[src/rtl/reg_bus_arbiter.sv]
// reg_bus_arbiter: two masters share one register bus. Write strobe+ack 1 cycle after grant, read ack 3 cycles after.
// A losing master just keeps req high until granted; REG_ARB_ROUND_ROBIN_EN alternates tie winners, else master 0 wins.
module reg_bus_arbiter #(
    parameter int AW = 8,
    parameter int DW = 8
) (
    input  logic          clock,
    input  logic          reset,
    input  logic          m0_req,
    input  logic          m1_req,
    input  logic          m0_write,
    input  logic          m1_write,
    input  logic [AW-1:0] m0_address,
    input  logic [AW-1:0] m1_address,
    input  logic [DW-1:0] m0_wr_data,
    input  logic [DW-1:0] m1_wr_data,
    output logic          m0_ack,
    output logic          m1_ack,
    output logic [DW-1:0] m0_rd_data,
    output logic [DW-1:0] m1_rd_data,
    output logic [AW-1:0] int_address,
    output logic [DW-1:0] int_wr_data,
    output logic          int_write,
    output logic          int_read,
    input  logic [DW-1:0] int_rd_data,
    output logic          arb_busy,
    output logic          arb_owner
);

    typedef enum logic [2:0] {
        ST_IDLE,
        ST_WR,
        ST_RD,
        ST_RDWAIT,
        ST_RDACK
    } state_t;

    state_t        r_state;
    state_t        w_state_nxt;

    logic          r_owner;
    logic          w_owner_nxt;
    logic [AW-1:0] r_address;
    logic [AW-1:0] w_address_nxt;
    logic [DW-1:0] r_wr_data;
    logic [DW-1:0] w_wr_data_nxt;
    logic          r_write;
    logic          w_write_nxt;
    logic          r_read;
    logic          w_read_nxt;
    logic [1:0]    r_ack;
    logic [1:0]    w_ack_nxt;
    logic [DW-1:0] r_rd_data0;
    logic [DW-1:0] w_rd_data0_nxt;
    logic [DW-1:0] r_rd_data1;
    logic [DW-1:0] w_rd_data1_nxt;
    logic          r_busy;
    logic          w_busy_nxt;

    logic          w_any_req;
    logic          w_winner;
    logic          w_sel_write;
    logic [AW-1:0] w_sel_address;
    logic [DW-1:0] w_sel_wr_data;

    assign w_any_req = m0_req | m1_req;

`ifdef REG_ARB_ROUND_ROBIN_EN
    // r_last_grant remembers the previous winner; a tie goes to the other master.
    logic r_last_grant;

    assign w_winner = (m0_req & m1_req) ? ~r_last_grant : m1_req;

    always_ff @(posedge clock or negedge reset) begin
        if (!reset) begin
            r_last_grant <= 1'b1;
        end else if ((r_state == ST_IDLE) && w_any_req) begin
            r_last_grant <= w_winner;
        end
    end
`else
    assign w_winner = m1_req & ~m0_req;
`endif

    assign w_sel_write   = w_winner ? m1_write   : m0_write;
    assign w_sel_address = w_winner ? m1_address : m0_address;
    assign w_sel_wr_data = w_winner ? m1_wr_data : m0_wr_data;

    always_ff @(posedge clock or negedge reset) begin
        if (!reset) begin
            r_state <= ST_IDLE;
        end else begin
            r_state <= w_state_nxt;
        end
    end

    always_comb begin
        w_state_nxt    = r_state;
        w_owner_nxt    = r_owner;
        w_address_nxt  = r_address;
        w_wr_data_nxt  = r_wr_data;
        w_write_nxt    = 1'b0;
        w_read_nxt     = 1'b0;
        w_ack_nxt      = 2'b00;
        w_rd_data0_nxt = r_rd_data0;
        w_rd_data1_nxt = r_rd_data1;

        case (r_state)
            ST_IDLE: begin
                if (w_any_req) begin
                    w_owner_nxt   = w_winner;
                    w_address_nxt = w_sel_address;
                    w_wr_data_nxt = w_sel_wr_data;
                    // Write strobe and ack are launched together so both land in the WR cycle.
                    if (w_sel_write) begin
                        w_state_nxt          = ST_WR;
                        w_write_nxt          = 1'b1;
                        w_ack_nxt[w_winner]  = 1'b1;
                    end else begin
                        w_state_nxt = ST_RD;
                        w_read_nxt  = 1'b1;
                    end
                end
            end
            ST_WR: begin
                w_state_nxt = ST_IDLE;
            end
            ST_RD: begin
                w_state_nxt = ST_RDWAIT;
            end
            ST_RDWAIT: begin
                if (r_owner) begin
                    w_rd_data1_nxt = int_rd_data;
                end else begin
                    w_rd_data0_nxt = int_rd_data;
                end
                w_ack_nxt[r_owner] = 1'b1;
                w_state_nxt        = ST_RDACK;
            end
            ST_RDACK: begin
                w_state_nxt = ST_IDLE;
            end
            default: begin
                w_state_nxt = ST_IDLE;
            end
        endcase

        w_busy_nxt = (w_state_nxt != ST_IDLE);
    end

    always_ff @(posedge clock or negedge reset) begin
        if (!reset) begin
            r_owner    <= 1'b0;
            r_address  <= '0;
            r_wr_data  <= '0;
            r_write    <= 1'b0;
            r_read     <= 1'b0;
            r_ack      <= 2'b00;
            r_rd_data0 <= '0;
            r_rd_data1 <= '0;
            r_busy     <= 1'b0;
        end else begin
            r_owner    <= w_owner_nxt;
            r_address  <= w_address_nxt;
            r_wr_data  <= w_wr_data_nxt;
            r_write    <= w_write_nxt;
            r_read     <= w_read_nxt;
            r_ack      <= w_ack_nxt;
            r_rd_data0 <= w_rd_data0_nxt;
            r_rd_data1 <= w_rd_data1_nxt;
            r_busy     <= w_busy_nxt;
        end
    end

    assign m0_ack      = r_ack[0];
    assign m1_ack      = r_ack[1];
    assign m0_rd_data  = r_rd_data0;
    assign m1_rd_data  = r_rd_data1;
    assign int_address = r_address;
    assign int_wr_data = r_wr_data;
    assign int_write   = r_write;
    assign int_read    = r_read;
    assign arb_busy    = r_busy;
    assign arb_owner   = r_owner;

endmodule

[config.mk]
export PLATFORM = sky130hd
export DESIGN_NAME = reg_bus_arbiter
export DESIGN_NICKNAME = d
export VERILOG_FILES = /design/src/rtl/reg_bus_arbiter.sv
export SDC_FILE = /design/constraint.sdc
export NUM_CORES = 1
export LEC_CHECK = 0
export ABC_AREA = 1
export ABC_CLOCK_PERIOD_IN_PS = 1050
export BUFFER_PORTS_ARGS = -buffer_cell sky130_fd_sc_hd__buf_2
export CORE_ASPECT_RATIO = 1.5
export CORE_MARGIN = 2
export CORE_UTILIZATION = 42
export DETAILED_ROUTE_END_ITERATION = 6
export PLACE_DENSITY = 0.76
export SLEW_MARGIN = 40
export SYNTH_ARGS = -nofsm -noshare
export SYNTH_HDL_FRONTEND = slang
export SYNTH_SLANG_ARGS = --single-unit
export TNS_END_PERCENT = 1
[constraint.sdc]
create_clock -name clock -period 1.05 [get_ports clock]
set_input_delay 0.105 -clock clock [delete_from_list [all_inputs] [get_ports clock]]
set_output_delay 0.105 -clock clock [all_outputs]
set_load 0.05 [all_outputs]
==> metrics.yaml <==
outcome:
  run_status: "complete, but fails checks"
  violations: "negative setup slack"
sta:
  relSlewSlack: 0.786
  finalCritPeriodShare: 1.08
  fin_hold_ws_ns: 0.0189
  final_max_slew_viol_count: 0
  setup_viol: 38
  max_freq_mhz: 881
  finalSetupTns_ns: -2.02
  fin_worst_skew_ns: 0.00400
  fin_crit_ns: 1.13
  fin_ws_ns: -0.0845
  hold_viol: 0
  tightest_slew_ns: 0.321
  rsz0062_at_grt: "yes"
detailed_routing:
  route.detailed.drc: 0
  drtIter0Drc: 84
  drtAntennaViolNets: 0
  wl_um: 4430
  via_count: 1833
  viasPerCell: 4.76
  wl_per_cell_um: 11.5
  firstDrtPassIters: 4
job:
  max_cap_violations: 0
global_routing:
  antenna_found_initial: 0
  gr-total-overflow: 0
  grt_start_max_net_pins: 20
  grt_pass1_wl_um: 7560
  grt_pass1_vias: 1802
  track_usage: 0.196
worst_setup_path:
  cp.arrival_ns: 1.37
  critPathCaptureType: "flip-flop"
  startpoint_type: "flip-flop"
  cp.required_ns: 1.28
  r2r.worst_path.cells: 6
  worstPathMaxFanout: 10
  path_class: "reg2reg"
  reg2reg_to: "r_ack[0]$_DFF_PN0_"
  r2r_slack_ns: -0.08
  regToRegStartpoint: "r_state[2]$_DFF_PN0_"
placed_design:
  dp_hpwl_um: 3400
  place_ws_ns: -0.175
  io_buffers: 83
  dp_cells: 372
  place_congestion: 0.848
floorplanning:
  rows: 29
  die_area_um2: 4910
  die_w_um: 57.9
  initial_utilization: 0.434
  num_io_pins: 84
  coreArea_um2: 4210
  die_height_um: 84.8
final_layout:
  areaGrowthSynthToFinish_pct: 43.8
  mostFrequentLayoutCell: "nand2_1"
  diodes: 0
  drive_above_1_share: 0.372
  nets: 384
  layout_common_cells: "nand2_1 (143), buf_2 (62), dfrtp_1 (38), nand3_1 (19), clkbuf_4 (19)"
  finalNonFillerCells: 385
cts:
  tritoncts_num_sinks: 41
  cts_tree: "yes"
  root_buffer: "clkbuf_8"
  clock_latency_ns: 0.29
  h-tree-depth: 2
  cts_inserted_buffers: 5
  clockBufferDepth: 2
  clk_pin_slew_ns: 0.08
synthesis:
  syn_nets: 281
  synth_top_area_share: 0.561
  yosysTopAreaCell: "dfrtp_1"
  yosysSeqAreaShare: 0.561
  syn_area_per_cell_um2: 7.78
  synth_area_um2: 1830
  synth_cells: 235
  yosys_warnings: 0
  ys_seq_elements: 41
  synth.area.top_cells: "dfrtp_1 (56%), nand2_1 (30%), nand3_1 (5.5%)"
  synth.distinct_cells: 13
min_path:
  hold_depth: 3
  min_from: "int_rd_data[3]"
  holdCritPathClass: "in2reg"
  min_to: "m0_rd_data[3]$_DFFE_PN0N_"
pwr:
  swShare: 0.507
  p_comb_frac: 0.567
  clock_power_share: 0.140
  p_seq_frac: 0.293
  peakVddDrop_v: 0.00273
  p_per_area_nw_per_um2: 3550
  p_int_uw: 4600
  p_switching_uw: 4730
  power_uw: 9330
  p_leak_uw: 0.00156
## cell families after synthesis
logic type,Yosys count,share of synthesized area
AOI/OAI and AO/OA,1,0.00274
and+or+nand+nor,176,0.389
DFF,41,0.561
buffers and inverters,17,0.0465
## stage by stage
step / util / cell area, µm²
2_1_floorplan: - / 1830
5_1_grt: 0.625 / 2630
6_report: 0.625 / 2630
3_3_place_gp: 0.563 / 2370
4_1_cts: 0.610 / 2570
3_5_place_dp: 0.563 / 2370
## power groups by stage
stage                     Clock, µW  Sequential, µW  Combinational (µW)
after floorplan                   0            5130                1230
after global placement            0            2720                4840
after detailed placement          0            2730                4910
after CTS                      1350            2720                5130
after global routing           1420            2820                5640
final                          1310            2730                5290
## routing by layer
metal	vias up	track usage	wire length, µm
met1	841	0.222	1760
li1	920	-	-
met3	10	0.0539	242
met2	62	0.345	2330
met5	-	0	0
met4	0	0.0698	94
## worst max path at each step
stage | end | slack (ns) | start
after floorplan | r_ack[0]$_DFF_PN0_ | -0.07 | r_state[1]$_DFF_PN0_
after global placement | m1_rd_data[6]$_DFFE_PN0P_ | -0.10 | r_state[2]$_DFF_PN0_
after detailed placement | m1_rd_data[7]$_DFFE_PN0P_ | -0.18 | r_state[2]$_DFF_PN0_
after CTS | m1_rd_data[7]$_DFFE_PN0P_ | -0.09 | r_state[2]$_DFF_PN0_
after global routing | r_ack[0]$_DFF_PN0_ | -0.16 | r_state[2]$_DFF_PN0_
final | r_ack[0]$_DFF_PN0_ | -0.08 | r_state[2]$_DFF_PN0_
## flip-flops by register name, summed over array words and instances (netlist names)
register and cells:
arb_busy 1, arb_owner 1, int_address 8, int_read 1, int_wr_data 8, int_write 1, m0_rd_data 8, m1_rd_data 8
r_ack 2, r_state 3
## timing repair
| action | CTS | global route |
|---|---|---|
| resized for setup | 14 | 22 |
| endpoints found under the setup margin | 42 | 60 |
| hold buffers | 1 | 0 |
| setup buffers | 3 | 1 |
| endpoints found under the hold margin | 22 | 0 |
| pin swaps | 4 | 4 |
## cells in the mapped netlist
| library cell | instances |
|---|---|
| buf_2 | 5 |
| buf_6 | 2 |
| dfrtp_1 | 41 |
| inv_1 | 10 |
| nand2_1 | 145 |
| nand2_2 | 3 |
| nand3_1 | 20 |
| nand3_2 | 1 |
| nand4_1 | 1 |
| nor2_1 | 4 |
| nor2_2 | 1 |
| nor2_4 | 1 |
| o21ai_0 | 1 |
## worst max-delay path, stage by stage, from the launching register on
cell and delay (ns):
dfrtp_2 0.45, nor2_4 0.16, nand2_2 0.09, nor2_4 0.11, buf_6 0.14, nand2_1 0.07, nand2_1 0.06
## cell type report
cell class	instances	area [µm²]
Fill cell	386	1580
Timing Repair Buffer	103	639
Multi-Input combinational cell	177	744
Tap cell	46	57.6
Clock buffer	6	82.6
Clock inverter	2	37.5
Inverter	10	37.5
Sequential cell	41	1030
No activity file was read; power rests on OpenSTA's default activity.
